[src/rtl/sharing_chk_log_fifo.sv]
// First-word-fall-through FIFO for mismatch records.
// A push into a full FIFO is accepted only when a pop frees a slot on the same edge.
module sharing_chk_log_fifo #(
  parameter int DEPTH = 8,
  parameter int W     = 8
) (
  input  logic         clk,
  input  logic         rst,
  input  logic         clr,
  input  logic         push,
  input  logic [W-1:0] din,
  input  logic         pop,
  output logic [W-1:0] dout,
  output logic         full,
  output logic         empty,
  output logic         drop
);

  localparam int AW = $clog2(DEPTH);

  logic [W-1:0] mem [DEPTH];
  logic [AW:0]  wptr, rptr;
  logic         do_push, do_pop;

  // The extra pointer bit tells full (MSBs differ) from empty (pointers equal).
  assign empty   = (wptr == rptr);
  assign full    = (wptr[AW] != rptr[AW]) && (wptr[AW-1:0] == rptr[AW-1:0]);
  assign do_pop  = pop && !empty;
  assign do_push = push && (!full || do_pop);
  assign drop    = push && !do_push;
  assign dout    = mem[rptr[AW-1:0]];

  always_ff @(posedge clk or posedge rst) begin
    if (rst) begin
      wptr <= '0;
      rptr <= '0;
    end else if (clr) begin
      wptr <= '0;
      rptr <= '0;
    end else begin
      if (do_push) wptr <= wptr + (AW+1)'(1);
      if (do_pop)  rptr <= rptr + (AW+1)'(1);
    end
  end

  always_ff @(posedge clk) begin
    if (do_push && !clr) mem[wptr[AW-1:0]] <= din;
  end

endmodule

[config.mk]
export PLATFORM = sky130hd
export DESIGN_NAME = sharing_chk_log_fifo
export DESIGN_NICKNAME = d
export VERILOG_FILES = /design/src/rtl/sharing_chk_log_fifo.sv
export SDC_FILE = /design/constraint.sdc
export NUM_CORES = 1
export LEC_CHECK = 0
export ABC_AREA = 1
export CAP_MARGIN = 20
export CORE_MARGIN = 1
export CORE_UTILIZATION = 52
export CTS_CLUSTER_DIAMETER = 120
export DETAILED_ROUTE_END_ITERATION = 10
export PLACE_DENSITY = 0.75
export SETUP_SLACK_MARGIN = 0.1
export SLEW_MARGIN = 5
export SYNTH_ARGS = -nofsm -noshare
export SYNTH_HDL_FRONTEND = slang
export SYNTH_SLANG_ARGS = --single-unit
[constraint.sdc]
create_clock -name clk -period 2 [get_ports clk]
set_clock_uncertainty 0.15 [all_clocks]
set_input_delay 0.6 -clock clk [delete_from_list [all_inputs] [get_ports clk]]
set_output_delay 0.6 -clock clk [all_outputs]
set_load 0.03 [all_outputs]
Word level (Yosys, flattened, before mapping)
Memory sizes are Yosys's and may differ from the RTL's.
Index checks and enable logic that the tools add are counted.
{"block": "op_classes", "n_reduce_logical": 12, "mux": 6, "eq_ne": 3, "n_addsub": 2}
{"op": "4-bit 2-to-1 mux", "count": 4}
{"op": "4-bit by 1-bit adder with 4-bit output, second input constant", "count": 2}
{"op": "1-bit logical AND", "count": 5}
{"op": "4-bit equality test", "count": 1}
{"op": "1-bit logical NOT", "count": 4}
{"op": "2-bit nonzero test", "count": 2}
{"op": "3-bit equality test", "count": 1}
{"op": "1-bit 2-to-1 mux", "count": 2}
{"op": "1-bit logical OR", "count": 1}
{"op": "1-bit != test", "count": 1}
{"block": "totals", "ram_bits": 64, "in_bits": 13, "n_memories": 1, "ff_bits": 8}
{"memory": "mem", "words": 8, "width": 8, "rd": 1, "rd_ports_with_merged_regs": 0, "wr": 1, "line_no": "21", "rtl": "logic [W-1:0] mem [DEPTH];"}

Logic depth before layout (Yosys ltp)
Gate-level depths: netlist of the first run.
{"block": "depth", "ltp_word": 8, "mapped_depth": 10}

Worst setup path before layout of the first run
No wires, ideal clock.
{"block": "synth_path", "path_kind": "register to output", "start": "reg rptr[0]", "end": "out dout[0]", "stages_incl_launch_ff": 8, "path_slack_ns": -0.127, "arrival_time_ns": 1.377, "path_cell_list": "dfrtp_1 buf_4 inv_2 clkbuf_1 nor2_1 o22ai_1 nand2_1 nand2_1"}
{"block": "synth_between", "elab_chain_cells": 1}
{"element": "start, declared", "line_no": "22", "rtl": "logic [AW:0] wptr, rptr;"}
{"element": "start signal, assigned", "line_no": "42", "rtl": "if (do_pop) rptr <= rptr + (AW+1)'(1);"}
{"element": "memory read 8 x 8 bit"}
{"element": "end, declared", "line_no": "13", "rtl": "output logic [W-1:0] dout,"}
Every way passes these cells.

Worst setup path in the final report of the first run
{"block": "layout_path", "start": "reg rptr[0]", "end": "out dout[7]"}
Same word-level chain as after synthesis.

==> results of run 1 <==
==> logic make-up (layout without fill, tap and decap cells) <==
kind of cell    Yosys count  after routing  share of synthesized area
flops                    72             72                     0.6803
fa+ha+maj                 2              2                   0.008021
xor+xnor                  7              7                    0.02207
compound gates           50             50                    0.08905
buf+inv                  25             82                    0.03289
simple gates            112            112                     0.1677
==> flip-flops by register name, summed over array words and instances, names as in the netlist <==
register,flops
wptr,4
rptr,4
mem,64
==> cells in the final DEF, fill, tap and decap left out, types with 2 or more instances in the layout <==
cell type | synthesis | layout
edfxtp_1 | 64 | 64
nor2_1 | 45 | 36
nand2_1 | 38 | 28
buf_4 | 1 | 24
o21ai_0 | 32 | 18
buf_6 | 0 | 18
o22ai_1 | 16 | 15
o21ai_1 | 0 | 14
nand3_1 | 13 | 13
clkdlybuf4s50_1 | 0 | 12
nand2_4 | 2 | 10
clkbuf_8 | 0 | 9
nor2_2 | 0 | 8
inv_1 | 8 | 7
nand2_2 | 4 | 6
nand4_1 | 6 | 6
dfrtp_1 | 8 | 5
xnor2_1 | 3 | 3
xor2_1 | 3 | 3
dfrtp_2 | 0 | 3
inv_2 | 3 | 2
clkinv_4 | 0 | 2
o21ai_2 | 2 | 2
ha_1 | 2 | 2
bufinv_16 | 0 | 2
==> routing by layer <==
| metal | wire length (um) | GRT usage | part of all wire |
|---|---|---|---|
| met3 | 448 | 0.03314 | 0.059 |
| met4 | 261 | 0.1491 | 0.034 |
| met5 | 0 | 0 | 0 |
| met1 | 3002 | 0.3279 | 0.40 |
| met2 | 3856 | 0.4308 | 0.51 |
==> worst max path at each step <==
stage / from / to / slack, ps / cells after the start
6_report: rptr[0] / dout[7] / -490 / 7
5_1_grt: rptr[0] / dout[7] / -580 / 7
4_1_cts: rptr[0] / dout[6] / -400 / 6
3_5_place_dp: pop / drop / -290 / 5
3_3_place_gp: pop / drop / -270 / 5
2_1_floorplan: rptr[1] / mem[0][0] / 30 / 8
==> where the power goes <==
part           internal (W)  switching, W  total, W
clock              0.000690      0.000535   0.00123
sequential          0.00167     0.0000257   0.00169
combinational      0.000361      0.000549  0.000909
==> timing repair <==
| item | 4_1_cts | 5_1_grt |
|---|---|---|
| setup endpoints to repair | 75 | 75 |
| buffers inserted | 1 | 1 |
| pin swaps | 2 | 9 |
| gates resized for setup | 27 | 24 |
| cloned | 2 | 2 |
| hold endpoints to repair | 0 | 0 |
==> final cells by class <==
cell class                      count  area [um2]
Inverter                           11       51.30
Clock buffer                        9       123.9
Multi-Input combinational cell    171        1012
Tap cell                           72       90.09
Timing Repair Buffer               56       548.0
Sequential cell                    72        2126
Fill cell                         383        1605
Clock inverter                      6       85.08
==> worst max-delay path: stages (launching register included) <==
cell and delay, ps:
dfrtp_2 420, clkinv_4 110, buf_12 160, o21ai_0 230, o22ai_1 140, nand2_1 140
nand2_4 60, buf_6 130
==> stage by stage <==
stage / hold slack (ps) / power, W
after floorplan: 265.6 / 0.002228
after global placement: 453.2 / 0.002483
after detailed placement: 457.3 / 0.002505
after CTS: 377.4 / 0.003736
after global routing: 400.2 / 0.003941
final: 371.9 / 0.003828
==> impl_metrics.json, run 1 <==
{
  "cts_hold_buf": 0,
  "wire_per_inst_um": 19.07,
  "synth_top_area_share": 0.6161,
  "cp.required_ps": 1250,
  "grt_overflow": 0,
  "arrival_ps": 1740,
  "viasPerCell": 5.819,
  "area_delta_synth_final_pct": 29.40,
  "insertedDiodeCount": 0,
  "track_usage": 0.2597,
  "drtIter0Drc": 231,
  "coreArea_um2": 5642,
  "path_clk_slew_ps": 70,
  "dp_hpwl_mm": 4.381,
  "synthFlopType": "edfxtp_1",
  "io_pins": 24,
  "clock_path_buffers": 2,
  "synth-async-reset-ratio": 0.1111,
  "synth_seq_cells": 72,
  "drt-total-wl_mm": 7.569,
  "final_nets": 336,
  "grt_pass1_wl_mm": 11.50,
  "violations": "negative setup slack",
  "setup_tns_ps": -5655,
  "gp_congestion": 0.7699,
  "maxSlewViolCount": 0,
  "synthTopCellsByCount": "edfxtp_1 (64), nor2_1 (45), nand2_1 (38)",
  "drive_gt1_frac": 0.3015,
  "antenna_found_initial": 0,
  "final_area_um2": 4036,
  "hold_viol": 0,
  "syn_avg_cell_area_um2": 11.64,
  "cts_buffers": 9,
  "ir_worst_vdd_v": 0.0005829,
  "rr_endpoint": "mem[7][0]",
  "hp-class": "in2async",
  "finalNonFillerCells": 397,
  "cts_htree_levels": 3,
  "fin_ws_ps": -493.4,
  "rows": 27,
  "crit_fanout": 11,
  "worst_pin_slew_ps": 360.1,
  "yosysTopAreaCell": "edfxtp_1",
  "postRouteAntennaNets": 0,
  "portBuffers": 23,
  "ys_seq_area_frac": 0.6803,
  "firstDrtPassIters": 5,
  "maxCapViolations": 0,
  "powerDensity_nw_per_um2": 948.3,
  "clockRootBuffer": "clkbuf_8",
  "drc": 0,
  "clk_latency_ps": 340,
  "r2r_setup_slack_ps": -70,
  "start_util": 0.5529,
  "dpl_cell_area_um2": 3646,
  "fin_util": 0.7155,
  "syn_inst": 268,
  "grt_start_max_net_pins": 23,
  "setup_viol": 70,
  "crit_type": "reg2out",
  "yosys.cell_count.top_type": "edfxtp_1",
  "startpoint_type": "flop",
  "synthesis.area_um2": 3119,
  "status": "finished, violations left",
  "ys_types": 23,
  "num_vias": 2310,
  "cts_tree": "yes",
  "max_freq_mhz": 401.1,
  "die_x_um": 79.45,
  "r2r-start": "rptr[1]",
  "dp_cells": 376,
  "dp_slack_ps": -288.5,
  "r2r_cells": 9,
  "numClockSinks": 72,
  "synth_area_leaders": "edfxtp_1 (62%), dfrtp_1 (6.4%), nor2_1 (5.4%)",
  "power.leakage_nw": 1.517,
  "dieArea_um2": 6312,
  "slew_headroom": 0.7596,
  "rsz0062_at_grt": "true",
  "syn_nets": 283,
  "critPathCaptureType": "output pin",
  "min_period_ps": 2493,
  "synth_enable_flop_cells": 64,
  "die_h_um": 79.45,
  "fin_crit_sh": 1.247,
  "yosys_warnings": 0,
  "grt_pass1_vias": 2254
}
(Power assumes the default switching activity.)
==> inputs of run 2 (changes only) <==
--- a/config.mk
+++ b/config.mk
@@ -5,13 +5,13 @@
 export SDC_FILE = /design/constraint.sdc
 export NUM_CORES = 1
 export LEC_CHECK = 0
-export ABC_AREA = 1
 export CAP_MARGIN = 20
 export CORE_MARGIN = 1
 export CORE_UTILIZATION = 52
 export CTS_CLUSTER_DIAMETER = 120
 export DETAILED_ROUTE_END_ITERATION = 10
 export PLACE_DENSITY = 0.75
+export RECOVER_POWER = 100
 export SETUP_SLACK_MARGIN = 0.1
 export SLEW_MARGIN = 5
 export SYNTH_ARGS = -nofsm -noshare
==> impl_metrics.json, run 2 <==
{
  "viasPerCell": 5.821,
  "synthesis.area_um2": 3115,
  "cp.required_ps": 1250,
  "syn_nets": 190,
  "dieArea_um2": 6305,
  "syn_inst": 175,
  "rows": 27,
  "powerDensity_nw_per_um2": 1008,
  "firstDrtPassIters": 4,
  "maxCapViolations": 0,
  "synth-async-reset-ratio": 0.1111,
  "final_nets": 267,
  "coreArea_um2": 5642,
  "ys_types": 37,
  "startpoint_type": "flop",
  "min_period_ps": 2644,
  "drtIter0Drc": 120,
  "worst_pin_slew_ps": 341.6,
  "synthTopCellsByCount": "edfxtp_1 (64), nor2_1 (12)",
  "grt_start_max_net_pins": 14,
  "die_x_um": 79.41,
  "dp_cells": 301,
  "yosys.cell_count.top_type": "edfxtp_1",
  "gp_congestion": 0.8062,
  "wire_per_inst_um": 21.72,
  "clockRootBuffer": "clkbuf_8",
  "drt-total-wl_mm": 7.145,
  "crit_type": "reg2out",
  "layout_common_cells": "edfxtp_1 (64), buf_6 (29), buf_4 (29)",
  "largest_reg_flops": 64,
  "start_util": 0.5522,
  "layout_commonest_cell": "edfxtp_1",
  "syn_avg_cell_area_um2": 17.80,
  "arrival_ps": 1890,
  "maxSlewViolCount": 0,
  "path_clk_slew_ps": 70,
  "synth_seq_cells": 72,
  "setup_tns_ps": -24880,
  "violations": "negative setup slack",
  "io_pins": 24,
  "p_total_w": 0.004370,
  "clock_path_buffers": 2,
  "grt_pass1_vias": 2004,
  "ir_worst_vdd_v": 0.0006567,
  "crit_fanout": 8,
  "postRouteAntennaNets": 0,
  "insertedDiodeCount": 0,
  "fin_ws_ps": -644.3,
  "portBuffers": 23,
  "finalNonFillerCells": 329,
  "grt_pass1_wl_mm": 10.98,
  "hold_viol": 0,
  "status": "finished, violations left",
  "synth_area_leaders": "edfxtp_1 (62%), mux4_1 (6.7%), dfrtp_1 (6.4%)",
  "slew_headroom": 0.7715,
  "power.leakage_nw": 1.591,
  "numClockSinks": 72,
  "drive_gt1_frac": 0.5058,
  "dp_hpwl_mm": 4.158,
  "synth_top_area_share": 0.6169,
  "hp-class": "in2async",
  "area_delta_synth_final_pct": 39.16,
  "cts_htree_levels": 3,
  "fin_crit_sh": 1.322,
  "synth_enable_flop_cells": 64,
  "antenna_found_initial": 0,
  "num_vias": 1915,
  "yosysTopAreaCell": "edfxtp_1",
  "die_h_um": 79.41,
  "max_freq_mhz": 378.2,
  "holdWs_ps": 500.6,
  "drc": 0,
  "critPathCaptureType": "output pin",
  "cts_buffers": 9,
  "r2r_setup_slack_ps": -340,
  "setup_viol": 77,
  "track_usage": 0.2493,
  "ys_seq_area_frac": 0.6811,
  "cts_tree": "yes",
  "grt_overflow": 0,
  "clk_latency_ps": 330,
  "nFillCells": 295,
  "yosys_warnings": 0,
  "rsz0062_at_grt": "true",
  "synthFlopType": "edfxtp_1"
}
run 2: cell types whose count changed after synthesis, moves of 9 or more:
cell,before,now
o21ai_0,32,2
o22ai_1,16,0
nand2_1,38,4
nand3_1,13,4
nor2_1,45,12
run 2: cell families after synthesis:
kind of cell               count (synthesis)  share of synthesized area
xor gates and xnor gates                   6                    0.01687
muxes                                     26                     0.1606
adders and majority gates                  2                   0.008031
DFF                                       72                     0.6811
and+or+nand+nor                           38                    0.06546
buffers and inverters                     16                    0.03333
AOI/OAI and AO/OA                         15                    0.03454
run 2: layout make-up:
class,instances,area [um2],area share
Sequential cell,72,2123,0.4898
Timing Repair Buffer,76,789.5,0.1821
Clock inverter,7,95.09,0.02193
Tap cell,72,90.09,0.02078
Multi-Input combinational cell,87,1089,0.2511
Inverter,6,25.02,0.005772
Clock buffer,9,123.9,0.02857
run 2: metrics by stage:
stage	instance area [um2]	util	setup WS, ps
after global placement	3781	0.6702	-730.9
after floorplan	3211	-	-201.2
after detailed placement	3781	0.6702	-766.5
final	4335	0.7685	-644.3
after CTS	4253	0.7538	-653.1
after global routing	4335	0.7685	-703.3
run 2: routing by layer:
layer  vias to the layer above  routed length (um)  global-route usage  part of all wire
li1                        848                   -                   -                 -
met1                       979                2775              0.3149              0.39
met5                         -                   0                   0                 0
met3                        10                 414             0.05486             0.058
met4                         0                  74             0.06545             0.010
met2                        78                3879              0.4362              0.54
run 2: timing repair:
| action | in CTS | in global routing |
|---|---|---|
| pin swaps | 11 | 8 |
| setup endpoints to repair | 81 | 83 |
| hold buffers | 0 | 0 |
| buffers inserted | 11 | 2 |
| gates cloned | 1 | 0 |
| gates resized for setup | 93 | 18 |
run 2: where the power goes:
part           internal [W]  switching (W)  leakage, nW
registers           0.00169      0.0000448        0.685
clock network      0.000704       0.000521        0.110
logic              0.000774       0.000634        0.796
total               0.00317        0.00120         1.59
run 2: worst paths after layout:
kind / from / endpoint / cells after the start
setup / recovery: rptr[0] / dout[4] / 4
hold / removal: rst / rptr[1] / 2
setup reg to reg: rptr[0] / mem[2][7] / 10
hold reg to reg: rptr[3] / rptr[3] / 2
max in group asynchronous: rst / rptr[0] / 2
min in group clk: rptr[3] / rptr[3] / 2
run 2: critical path, stage by stage, from the launching register on:
cell and delay (ps):
dfrtp_2 440, clkbuf_16 190, mux4_2 510, mux2_4 280, buf_6 140
